**src/rtl/screen_pkg.sv**
```systemverilog
// Shared types and defaults for the HUB75 double-buffered framebuffer.
package screen_pkg;

   localparam int FB_ADDR_W = 12;   // 64x64 pixels per bank
   localparam int FB_DATA_W = 12;   // {R[3:0],G[3:0],B[3:0]}

   typedef enum logic [1:0] {
      IDLE      = 2'd0,
      CLEAR     = 2'd1,
      SWAP_WAIT = 2'd2
   } fb_state_e;

   typedef struct packed {
      logic [3:0] r;
      logic [3:0] g;
      logic [3:0] b;
   } pixel_t;

   function automatic logic [3:0] px_red(input logic [FB_DATA_W-1:0] px);
      return px[11:8];
   endfunction

   function automatic logic [3:0] px_green(input logic [FB_DATA_W-1:0] px);
      return px[7:4];
   endfunction

   function automatic logic [3:0] px_blue(input logic [FB_DATA_W-1:0] px);
      return px[3:0];
   endfunction

endpackage

```
**src/rtl/screen_fb_arbiter.sv**
```systemverilog
// Framebuffer owner: arbitrates one RAM access per cycle between scan reads of the
// front bank and CPU writes/clears of the back bank, and swaps banks at frame ends.
module screen_fb_arbiter
   import screen_pkg::*;
#(
   parameter int                ADDR_W      = FB_ADDR_W,
   parameter int                DATA_W      = FB_DATA_W,
   parameter int                STARVE_MAX  = 8,
   parameter logic [DATA_W-1:0] CLEAR_COLOR = '0
) (
   input  logic              clk,
   input  logic              reset,
   input  logic              scan_req,
   input  logic [ADDR_W-1:0] scan_addr,
   output logic              scan_gnt,
   output logic              scan_valid,
   output logic [DATA_W-1:0] scan_data,
   input  logic              frame_end,
   input  logic              cpu_wr_valid,
   input  logic [ADDR_W-1:0] cpu_wr_addr,
   input  logic [DATA_W-1:0] cpu_wr_data,
   output logic              cpu_wr_ready,
   input  logic              cpu_clear,
   input  logic              cpu_swap,
   output logic              busy,
   output logic              front_buf,
   output logic              ram_en,
   output logic              ram_we,
   output logic [ADDR_W:0]   ram_addr,
   output logic [DATA_W-1:0] ram_wdata,
   input  logic [DATA_W-1:0] ram_rdata
);

   localparam int STARVE_W = $clog2(STARVE_MAX + 1);

   fb_state_e           state;
   logic                swap_pend;
   logic [ADDR_W-1:0]   clr_addr;
   logic [STARVE_W-1:0] starve;

   logic in_idle;
   logic in_clear;
   logic cpu_side;
   logic force_slot;
   logic cpu_slot;

   // Slot decisions are gated by reset so the RAM strobes stay quiet while reset is held.
   assign in_idle      = (state == IDLE)  & ~reset;
   assign in_clear     = (state == CLEAR) & ~reset;
   assign cpu_side     = (in_idle & cpu_wr_valid) | in_clear;
   assign force_slot   = cpu_side & (starve == STARVE_W'(STARVE_MAX));
   assign scan_gnt     = scan_req & ~force_slot & ~reset;
   assign cpu_slot     = cpu_side & ~scan_gnt;
   assign cpu_wr_ready = in_idle & ~scan_gnt;
   assign busy         = (state != IDLE);
   assign scan_data    = scan_valid ? ram_rdata : '0;

   // NOTE: every output of a combinational block gets a value on every path, else a latch is inferred.
   always_comb begin
      ram_en    = scan_gnt | cpu_slot;
      ram_we    = cpu_slot;
      ram_wdata = in_clear ? CLEAR_COLOR : cpu_wr_data;
      if (scan_gnt)
         ram_addr = {front_buf, scan_addr};
      else if (in_clear)
         ram_addr = {~front_buf, clr_addr};
      else
         ram_addr = {~front_buf, cpu_wr_addr};
   end

   // NOTE: sequential state uses non-blocking assignments so every register samples pre-edge values.
   always_ff @(posedge clk or posedge reset) begin
      if (reset) begin
         state      <= IDLE;
         front_buf  <= 1'b0;
         swap_pend  <= 1'b0;
         clr_addr   <= '0;
         starve     <= '0;
         scan_valid <= 1'b0;
      end else begin
         scan_valid <= scan_gnt;

         if (cpu_side & scan_gnt)
            starve <= (starve == STARVE_W'(STARVE_MAX)) ? starve : starve + 1'b1;
         else
            starve <= '0;

         case (state)
            IDLE: begin
               if (cpu_clear) begin
                  state     <= CLEAR;
                  clr_addr  <= '0;
                  swap_pend <= cpu_swap;
               end else if (cpu_swap) begin
                  state <= SWAP_WAIT;
               end
            end
            CLEAR: begin
               if (cpu_swap)
                  swap_pend <= 1'b1;
               if (cpu_slot) begin
                  clr_addr <= clr_addr + 1'b1;
                  // Last pixel written: the wrap of clr_addr is never used as a write.
                  if (clr_addr == '1) begin
                     state     <= (swap_pend | cpu_swap) ? SWAP_WAIT : IDLE;
                     swap_pend <= 1'b0;
                  end
               end
            end
            SWAP_WAIT: begin
               if (frame_end) begin
                  front_buf <= ~front_buf;
                  state     <= IDLE;
               end
            end
            default: state <= IDLE;
         endcase
      end
   end

endmodule
```
**config.mk**
```make
export PLATFORM = sky130hd
export DESIGN_NAME = screen_fb_arbiter
export DESIGN_NICKNAME = d
export VERILOG_FILES = /design/src/rtl/screen_pkg.sv /design/src/rtl/screen_fb_arbiter.sv
export SDC_FILE = /design/constraint.sdc
export NUM_CORES = 1
export LEC_CHECK = 0
export BUFFER_PORTS_ARGS = -buffer_cell sky130_fd_sc_hd__buf_4
export CAP_MARGIN = 20
export CORE_UTILIZATION = 44
export CTS_BUF_LIST = sky130_fd_sc_hd__clkbuf_2
export DETAILED_ROUTE_END_ITERATION = 8
export MAX_ROUTING_LAYER = met4
export PLACE_DENSITY_LB_ADDON = 0.25
export SYNTH_ARGS = -nofsm -noshare
export SYNTH_HDL_FRONTEND = slang
export SYNTH_SLANG_ARGS = --single-unit
```
**constraint.sdc**
```tcl
create_clock -name clk -period 2.21 [get_ports clk]
set_input_delay 0.1105 -clock clk [delete_from_list [all_inputs] [get_ports clk]]
set_output_delay 0.1105 -clock clk [all_outputs]
set_load 0.01 [all_outputs]
```
* After elaboration in Yosys (flattened, before gate mapping)
Cells that the tools add are included.
Storage, ports and cells: register bits 21, logic and storage cells 62, output and inout port bits 44
Cells by class: muxes and demuxes 21, equality and inequality tests 10, add/subtract/negate cells 2, bitwise logic cells 16, reductions and logical operators 7
Operators with widths (number):
- 12-bit two-way mux | 5
- 12-bit case mux with 2 select lines | 1
- 13-bit two-way mux | 1
- 12-bit by 1-bit adder with 12-bit output, second input constant | 1
- 12-bit equality test, second input constant | 1
- 2-bit two-way mux | 6
- 1-bit bitwise AND | 9
- 4-bit two-way mux | 2
- 2-bit != test, second input constant | 4
- 2-bit case mux with 3 select lines | 1
- 4-bit by 1-bit adder with 4-bit output, second input constant | 1
- 4-bit equality test, second input constant | 1
- 1-bit two-way mux | 4
- 1-bit NOT | 4
- 2-bit AND reduction | 2
- 4-bit AND reduction | 1
- 2-bit nonzero test | 2
- 3-bit != test, second input constant | 1
- 1-bit OR | 3
- 3-bit AND reduction | 1
- 2-bit by 1-bit equality test with 1-bit output, second input constant | 1
- 2-bit equality test, second input constant | 1
- 2-bit zero test | 1
- 2-bit by 1-bit != test with 1-bit output, second input constant | 1
- 1-bit case mux with 2 select lines | 1

* Depth between registers and ports, before layout
Gate-level depths: netlist of the first run.
depth in word-level cells 12, depth in mapped cells 7

* Worst setup path before layout of the first run
No wires, ideal clock.
path type reg2reg, start point register starve[0], end point register state[0], slack 0.384 ns, stages on the path, launching flop included 7, library setup time 0.145 ns, arrival 1.681 ns, cells stage by stage dfrtp_1 > inv_1 > ha_1 > nand3b_4 > a2111oi_2 > and4_1 > a311oi_1
Between the ends: longest elaborated chain between the ends 9
Ends and longest elaborated chain:
- from (decl) | RTL line screen_fb_arbiter.sv:39 | logic [STARVE_W-1:0] starve;
- from (signal assigned) | RTL line screen_fb_arbiter.sv:84 | starve <= (starve == STARVE_W'(STARVE_MAX)) ? starve : starve + 1'b1;
- 4-bit equality test | RTL line screen_fb_arbiter.sv:51 | assign force_slot = cpu_side & (starve == STARVE_W'(STARVE_MAX));
- 1-bit bitwise AND | RTL line screen_fb_arbiter.sv:51
- 1-bit NOT | RTL line screen_fb_arbiter.sv:52 | assign scan_gnt = scan_req & ~force_slot & ~reset;
- 1-bit bitwise AND (2 in a row) | RTL line screen_fb_arbiter.sv:52
- 1-bit NOT | RTL line screen_fb_arbiter.sv:53 | assign cpu_slot = cpu_side & ~scan_gnt;
- 1-bit bitwise AND | RTL line screen_fb_arbiter.sv:53
- named net ram_we | RTL line screen_fb_arbiter.sv:28 | output logic ram_we,
- 2-bit != test (no line)
- 4-bit AND reduction (no line)
- to (signal assigned) | RTL line screen_fb_arbiter.sv:105 | state <= (swap_pend | cpu_swap) ? SWAP_WAIT : IDLE;
- to (decl) | RTL line screen_fb_arbiter.sv:36 | fb_state_e state;
The timed path passes the listed nets, and every way through them passes these cells. A chain may end at the register's enable or synchronous reset.

* Worst setup path in the final report of the first run
start point register starve[1], end point output port ram_addr[5]
Between the ends: longest elaborated chain between the ends 6
Ends and longest elaborated chain:
- 4-bit equality test | RTL line screen_fb_arbiter.sv:51
- 1-bit bitwise AND | RTL line screen_fb_arbiter.sv:51
- 1-bit NOT | RTL line screen_fb_arbiter.sv:52
- 1-bit bitwise AND (2 in a row) | RTL line screen_fb_arbiter.sv:52
- 13-bit two-way mux | RTL line screen_fb_arbiter.sv:63 | if (scan_gnt)
- to (decl) | RTL line screen_fb_arbiter.sv:29 | output logic [ADDR_W:0] ram_addr,
No other way between the ends.

==> flow_summary.toml, run 1 <==
[grt]
antenna_found_initial = 0
grt_pass1_vias = 1678
grt.overflow.total = 0
grt_pass1_wl_um = 7310
grt_usage_pct = 23.6
grt_max_degree = 26

[sta]
fin_crit_sh_pct = 102
clock.fmax_ghz = 0.445
finalHoldViolCount = 0
timing.final.crit_period_ps = 2250
setup_viol = 2
relSlewSlack_pct = 71.1
fin_skew_ps = 37.6
rsz0062_at_grt = "true"
finalMaxSlewViolations = 0
layout_setup_ws_ps = -36.9
worst_pin_slew_ps = 431

[clocking]
clk_latency_ps = 350
cts_max_level = 1
cts_tree = "built"
cts_buffer_depth = 2
cts_root_buf = "clkbuf_2"
cts.clk_slew.worst_paths_ps = 180
clock_sinks = 21
cts_made_buffers = 3

[power]
combPwrFrac_pct = 39.9
max-vdd-ir-drop_uv = 396
leakagePower_uw = 0.00123
p_per_area_nw_per_um2 = 428
sequentialPowerShare_pct = 45.0
switching_share_pct = 35.5
p_clk_share_pct = 15.1
p_int_uw = 712
p_switching_uw = 393
p_total_uw = 1100

[yosys]
syn_inst = 201
yosysWarningCount = 0
synth_top_family_by_area = "simple AND/OR/NAND/NOR gates"
ys_ff_latch = 21
synth_edf_count = 0
synth_ff_type = "dfrtp_1"
synthXorXnorAreaFrac_pct = 2.74
synth-compound-area-share_pct = 19.6
synth_area_per_cell_um2 = 7.96
synth_mux_area_share_pct = 0.626
synth.distinct_cells = 42
synthSimpleGateAreaFrac_pct = 37.2
syn_area_um2 = 1600
synth_fp_nets = 259
seq_area_frac_synth_pct = 32.9
async_reset_ff_share_pct = 100
synth_fa_ha_area_share_pct = 2.35

[placed_design]
dp_hpwl_um = 3480
gp_congestion = 0.817
placed_area_um2 = 2400
io_buffers = 98

[min_path]
hp-class = "input pin to flip-flop"
holdPathEnd = "state[0]"
hold_start = "cpu_clear"
holdPathStages = 3

[setup_path]
end_kind = "primary output"
critical_path_class = "flip-flop to primary output"
rr_endpoint = "state[1]"
critPathMaxFanout = 7
cp_data_required_time_ps = 2100
critPathMaxStageDelay_ps = 440
critical_path_arrival_ps = 2140
critical_path.cell_chain = "inv_1 > ha_2 > nand3b_4 > o311ai_4 > buf_6 > buf_12 > nor2_1 > a31oi_1 > buf_4"
r2r_cells = 7
critPathLaunchType = "flip-flop"
regToRegSetupSlack_ps = 270
rr_startpoint = "starve[1]"
cpMaxStageDelayCell = "dfrtp_1"

[status]
status = "finished, violations left"
failed_checks = "setup timing"

[route]
routedWlPerCell_um = 13.7
drt_iter0_markers = 84
vias = 1828
drcViolationCount = 0
wl_um = 4840
dr.pass1.iters = 4
route.antenna.remaining_nets = 0
vias_per_cell = 5.18

[floorplan]
num_rows = 21
die_h_um = 62.3
fp.dieW_um = 62.3
initial_core_util_pct = 46.8
core-area_um2 = 3420
die-area_um2 = 3880
io_pins = 99

[finish]
num_antenna_cells = 0
mostFrequentLayoutCells = "buf_4 (105), nand2_1 (29), nor2_1 (27), and2_1 (24), dfrtp_1 (20)"
area_growth_pct = 61.3
fin_area_um2 = 2580
layout_commonest_cell = "buf_4"
drive_gt1_share_pct = 41.7
fin_nets = 366

[run]
drv_cap = 0
==> timing repair <==
| item | 4_1_cts | 5_1_grt |
|---|---|---|
| hold endpoints to repair | 21 | 0 |
| buffers inserted | 0 | 4 |
| resized for setup | 1 | 11 |
| endpoints found under the setup margin | 9 | 25 |
| hold buffers | 1 | 0 |
| pin swaps | 0 | 2 |
| cloned | 0 | 3 |
==> layout make-up <==
cell class / count / area, um2
Clock inverter: 1 / 5.00
Tap cell: 46 / 57.6
Sequential cell: 21 / 527
Clock buffer: 3 / 15.0
Multi-Input combinational cell: 162 / 1030
Timing Repair Buffer: 113 / 913
Fill cell: 278 / 837
Inverter: 7 / 26.3
==> sequential cells by signal (all words and copies together) (netlist names) <==
signal,count
scan_valid,1
state,2
starve,4
clr_addr,12
front_buf,1
swap_pend,1
==> critical path: cells and delay by family (launching register included) <==
kind / cells / cell delay, ps
flip-flops: 1 / 440
AO/OA/AOI/OAI: 2 / 520
AND/OR/NAND/NOR: 2 / 140
adder cells (fa/ha/maj): 1 / 200
buffers and inverters: 4 / 520
==> how the worst max path moves through the flow <==
stage / to / startpoint / slack [ps]
floorplan: state[0] / starve[0] / 380
global placement: state[0] / starve[0] / 340
detailed placement: state[0] / starve[0] / 300
CTS: ram_addr[4] / starve[0] / 30
global route: ram_addr[5] / starve[1] / -210
finish: ram_addr[5] / starve[1] / -40
==> Yosys cell counts, drive strengths merged (3+ instances only) <==
cell type | number | share of area, %
nand2 | 29 | 6.8
nor2 | 27 | 6.3
and2 | 24 | 9.4
dfrtp | 21 | 33
a31oi | 13 | 5.1
a21oi | 8 | 2.5
inv | 7 | 1.6
nand3 | 7 | 2.2
clkbuf | 6 | 1.4
buf | 5 | 1.6
o21ai | 5 | 1.8
o31ai | 5 | 2.3
ha | 3 | 2.3
nand3b | 3 | 2.2
nand4 | 3 | 1.2
nor2b | 3 | 1.2
xnor2 | 3 | 1.6
==> power by group through the flow <==
stage / sequential, uW / combinational, uW / clock, uW
after global routing: 509 / 482 / 189
after global placement: 503 / 394 / 0
after detailed placement: 504 / 402 / 0
after CTS: 496 / 405 / 172
after floorplan: 475 / 222 / 0
final: 497 / 441 / 167
==> per-stage QoR <==
step / std cells / setup WS (ps) / util (%) / setup TNS, ps / hold slack, ps
finish: 353 / -36.9 / 75.5 / -40.5 / 66.2
global route: 353 / -213 / 75.5 / -1420 / 44.2
CTS: 346 / 28.0 / 71.2 / 0 / 7.23
detailed placement: 341 / 301 / 70.2 / 0 / 305
global placement: 341 / 343 / 70.2 / 0 / 303
floorplan: 201 / 384 / - / 0 / 118
==> metal layers <==
metal  GRT usage [%]  part of all wire (%)  vias to the layer above
met5               -                     0                        -
met4            4.36                   2.5                        0
met3            4.23                   4.4                       10
met2            43.8                    54                       46
met1            26.3                    39                      857
li1                -                     -                      915
==> logic make-up (layout without fill, tap and decap cells) <==
family,after synthesis,in the layout
adder cells (fa/ha/maj),3,3
XOR/XNOR,5,5
multiplexers,1,1
flip-flops,21,21
AND/OR/NAND/NOR,112,112
AO/OA/AOI/OAI,41,41
buffers and inverters,18,124
Power figures use the tool's default switching activity.
==> inputs of run 2 (changes only) <==
- BUFFER_PORTS_ARGS: -buffer_cell sky130_fd_sc_hd__buf_4 -> not set
- CORE_UTILIZATION: 44 -> 51
- CTS_BUF_LIST: sky130_fd_sc_hd__clkbuf_2 -> not set
- DONT_BUFFER_PORTS: not set -> 1
==> run 2 against run 1 <==
Net effect:
- the flow finishes with violations (DRC)
- utilization decreased by 11 points
- critical path depth fell by 1
- global-route usage increased by 1.2 points
- non-clock buffer count decreased by 97
- sequential cell count did not move
- critical endpoint unchanged
==> flow_summary.toml, run 2 (synthesized netlist as in run 1, its figures left out) <==
[finish]
largest_register_ff_count = 12
mostFrequentLayoutCells = "nand2_1 (29), nor2_1 (27), and2_1 (24), dfrtp_1 (20), buf_4 (9)"
largest_register = "clr_addr"
layout_commonest_cell = "nand2_1"
fin_nets = 269
drive_gt1_share_pct = 16.2
area_growth_pct = 15.8
largest_registers = "clr_addr (12), starve (4), state (2)"
fill_cells = 256

[setup_path]
critPathMaxFanout = 6
critical_path_class = "flip-flop to primary output"
end_kind = "primary output"
critical_path_arrival_ps = 2000
critPathLaunchType = "flip-flop"
cp_data_required_time_ps = 2100

[floorplan]
fp.dieW_um = 58.0
io_pins = 99
num_rows = 19
core-area_um2 = 2850
die-area_um2 = 3360
initial_core_util_pct = 56.1
die_h_um = 58.0

[grt]
antenna_found_initial = 0
grt.met2_usage_pct = 42.5
use_met1_pct = 30.2
gr-max-usage-layer = "met2"
grt_pass1_vias = 1392
grt_usage_pct = 24.8
grt_pass1_wl_um = 6370
grt_max_degree = 27
met3_usage_pct = 6.25
grt.overflow.total = 0

[sta]
relSlewSlack_pct = 66.0
fin_crit_sh_pct = 95.6
finalHoldViolCount = 0
finalMaxSlewViolations = 0
worst_pin_slew_ps = 510
whs_ps = 56.2
fin_skew_ps = 1.21
clock.fmax_ghz = 0.473
setup_viol = 0
layout_setup_ws_ps = 96.6
timing.final.crit_period_ps = 2110

[clocking]
cts_tree = "built"
cts.clk_slew.worst_paths_ps = 110
cts_buffer_depth = 2
cts_max_level = 1
cts_made_buffers = 3
clk_latency_ps = 300
clock_sinks = 21
cts_root_buf = "clkbuf_4"

[power]
p_clk_share_pct = 19.4
p_switching_uw = 355
leakagePower_uw = 0.000752
combPwrFrac_pct = 28.9
p_per_area_nw_per_um2 = 524
switching_share_pct = 36.6
p_int_uw = 615
max-vdd-ir-drop_uv = 417
sequentialPowerShare_pct = 51.7

[route]
drcViolationCount = 4
route.antenna.remaining_nets = 0
vias_per_cell = 6.25
wl_um = 4490
routedWlPerCell_um = 18.6
vias = 1512
dr.pass1.iters = 6
drt_iter0_markers = 86

[min_path]
hp-class = "input pin to flip-flop"

[placed_design]
gp_congestion = 0.826
io_buffers = 0
dp_hpwl_um = 3210
place_ws_ps = 358

[run]
drv_cap = 0

[status]
failed_checks = "DRC"
status = "finished, violations left"
==> run 2: cell count changes in the layout (fill, tap and decap cells not counted), sizes merged <==
| cell | previous run | this run |
|---|---|---|
| buf | 110 | 11 |
| dlygate4sd3 | 1 | 3 |
| clkbuf | 5 | 6 |
| clkinv | 1 | 0 |
| diode | 0 | 1 |
==> run 2: cell type report <==
class                   instances  area [um2]  area share, %
diodes                          1        2.50          0.135
clock buffers                   4        26.3           1.42
inverters                       7        26.3           1.42
multi-input cells             162        1050           56.8
flip-flops and latches         21         527           28.4
well taps                      31        38.8           2.09
repair buffers                 16         179           9.66
==> run 2: power by group through the flow <==
stage               Combinational, uW  Clock [uW]  Sequential (uW)
floorplan                         222           0              475
global placement                  234           0              504
detailed placement                244           0              508
CTS                               249         192              499
global route                      308         205              511
finish                            281         188              502
==> run 2: final timing paths <==
kind	start	depth (start not counted)	slack, ps	end
setup reg to reg	starve[0]	6	370	state[0]
max in group asynchronous	reset	3	1600	state[0]
hold reg to reg	starve[0]	1	500	starve[0]
setup / recovery	starve[0]	8	100	ram_addr[5]
hold / removal	reset	3	60	starve[1]
min in group asynchronous	reset	3	370	clr_addr[3]
==> run 2: routing by layer <==
metal | routed length [um] | share of wire [%] | vias to the layer above
met3 | 192 | 4.3 | 6
li1 | - | - | 721
met4 | 72 | 1.6 | 0
met2 | 2540 | 57 | 48
met1 | 1690 | 38 | 737
met5 | 0 | 0 | -
==> run 2: critical path, stage by stage (launching register included) <==
cell and delay (ps):
dfrtp_1 430, inv_1 70, ha_2 190, nand3b_4 120, o311ai_4 300, buf_4 190
clkbuf_16 140, nor2_1 50, a31oi_2 210
==> run 2: per-stage QoR <==
stage                     instance area (um2)  total power, uW  util (%)  instances  TNS, ps
after floorplan                          1600              697         -        201        0
after global placement                   1650              739      57.9        229        0
after detailed placement                 1650              752      57.9        229        0
after CTS                                1710              940      59.8        236        0
after global routing                     1850             1020      64.8        241    -24.6
final                                    1850              970      64.9        242        0
==> run 2: repair_timing <==
item / CTS / global route
hold buffers: 3 / 0
setup endpoints to repair: 0 / 14
gates resized for setup: 0 / 14
setup buffers: 0 / 3
hold endpoints to repair: 23 / 0
==> inputs of run 3 (changes only) <==
- clock period: 2.21 -> 2.3 ns (I/O delays scaled with it)
==> run 3 against run 2 <==
Net effect:
- the flow still finishes with violations (DRC)
- largest cell class unchanged
- wire length fell by 13%
- sequential power fell by 5.0%
- die area unchanged
==> flow_summary.toml, run 3 (synthesized netlist as in run 1, its figures left out) <==
[status]
status = "finished, violations left"
failed_checks = "DRC"

[sta]
tns_ps = 0
timing.final.crit_period_ps = 2140
finalMaxSlewViolations = 0
relSlewSlack_pct = 67.1
worst_pin_slew_ps = 494
fin_crit_sh_pct = 92.9
finalHoldViolCount = 0
setup_viol = 0
clock.fmax_ghz = 0.468
fin_skew_ps = 12.3
whs_ps = 65.5
rsz0062_at_grt = "false"

[finish]
fin_nets = 262
mostFrequentLayoutCells = "nand2_1 (29), nor2_1 (27), and2_1 (24), dfrtp_1 (20), a31oi_1 (13)"
final_cells = 234
largest_register_ff_count = 12
largest_register = "clr_addr"
utilization_pct = 59.5
largest_registers = "clr_addr (12), starve (4), state (2)"
layout_commonest_cell = "nand2_1"
area_growth_pct = 6.18
num_antenna_cells = 0
drive_gt1_share_pct = 9.36
fin_area_um2 = 1700

[route]
drcViolationCount = 2
route.antenna.remaining_nets = 0
vias = 1451
drt_iter0_markers = 48
routedWlPerCell_um = 16.7
dr.pass1.iters = 6
wl_um = 3910
vias_per_cell = 6.20

[clocking]
cts_setup_buffers = 0
cts_max_level = 1
cts_buffer_depth = 2
clk_latency_ps = 320
cts_made_buffers = 3
clock_sinks = 21
cts.clk_slew.worst_paths_ps = 120
cts_root_buf = "clkbuf_4"
cts_tree = "built"

[setup_path]
end_kind = "primary output"
critPathLaunchType = "flip-flop"
cp_data_required_time_ps = 2180
critical_path_class = "flip-flop to primary output"
critical_path_arrival_ps = 2020
critPathMaxFanout = 26

[grt]
antenna_found_initial = 0
grt_pass1_vias = 1389
grt_usage_pct = 24.3
grt.overflow.total = 0
grt_max_degree = 27
grt_pass1_wl_um = 6150

[min_path]
hp-class = "input pin to flip-flop"

[power]
leakagePower_uw = 0.000692
p_per_area_nw_per_um2 = 528
max-vdd-ir-drop_uv = 427

[floorplan]
die_h_um = 58.0
core-area_um2 = 2850
die-area_um2 = 3360
num_rows = 19
initial_core_util_pct = 56.1
io_pins = 99
fp.dieW_um = 58.0

[placed_design]
gp_congestion = 0.829
dp_hpwl_um = 3150
dpl.cell_count = 227
io_buffers = 0
placed_area_um2 = 1640

[run]
drv_cap = 0
-- run 3: final timing paths --
| kind | from | endpoint | slack, ps | cells past startpoint |
|---|---|---|---|---|
| worst max-delay path | starve[0] | ram_addr[4] | 160 | 7 |
| worst min-delay path | reset | starve[3] | 70 | 3 |
| worst max register to register | starve[0] | state[1] | 410 | 6 |
| max in group asynchronous | reset | state[0] | 1700 | 3 |
| worst min register to register | starve[0] | starve[0] | 500 | 1 |
| min in group asynchronous | reset | clr_addr[8] | 350 | 3 |
-- run 3: power by group --
part	switching, uW	leakage, uW	total [uW]	internal (uW)
Clock	116	0.0000150	184	67.9
Combinational	145	0.000404	236	90.6
Sequential	65.9	0.000273	477	411
-- run 3: routing by layer --
layer  up-vias  share of wire [%]  track usage [%]
met5         -                  0                -
met4         0               0.89             6.12
met1       709                 42             29.0
met2        31                 53             40.9
li1        705                  -                -
met3         6                4.1             6.03
-- run 3: repair_timing --
item	CTS	global route
hold endpoints to repair	23	0
hold buffers	3	0
gates resized for setup	0	2
endpoints found under the setup margin	0	3
-- run 3: per-stage QoR --
step	power, uW	setup slack (ps)
after floorplan	670	474
after global placement	711	524
after detailed placement	718	422
after CTS	907	98.1
after global routing	953	18.6
final	897	164
-- run 3: cell type report --
class                   count  area (um2)
clock buffers               4        26.3
fillers                   269        1150
inverters                   7        26.3
multi-input cells         162        1000
flip-flops and latches     21         527
well taps                  31        38.8
repair buffers              9        75.1
-- run 3: worst max-delay path, stage by stage, from the launching register on --
cell,delay (ps)
dfrtp_1,430
inv_1,70
ha_1,200
nand3b_4,130
o311ai_4,220
buf_4,300
nor2_1,80
a31oi_1,280
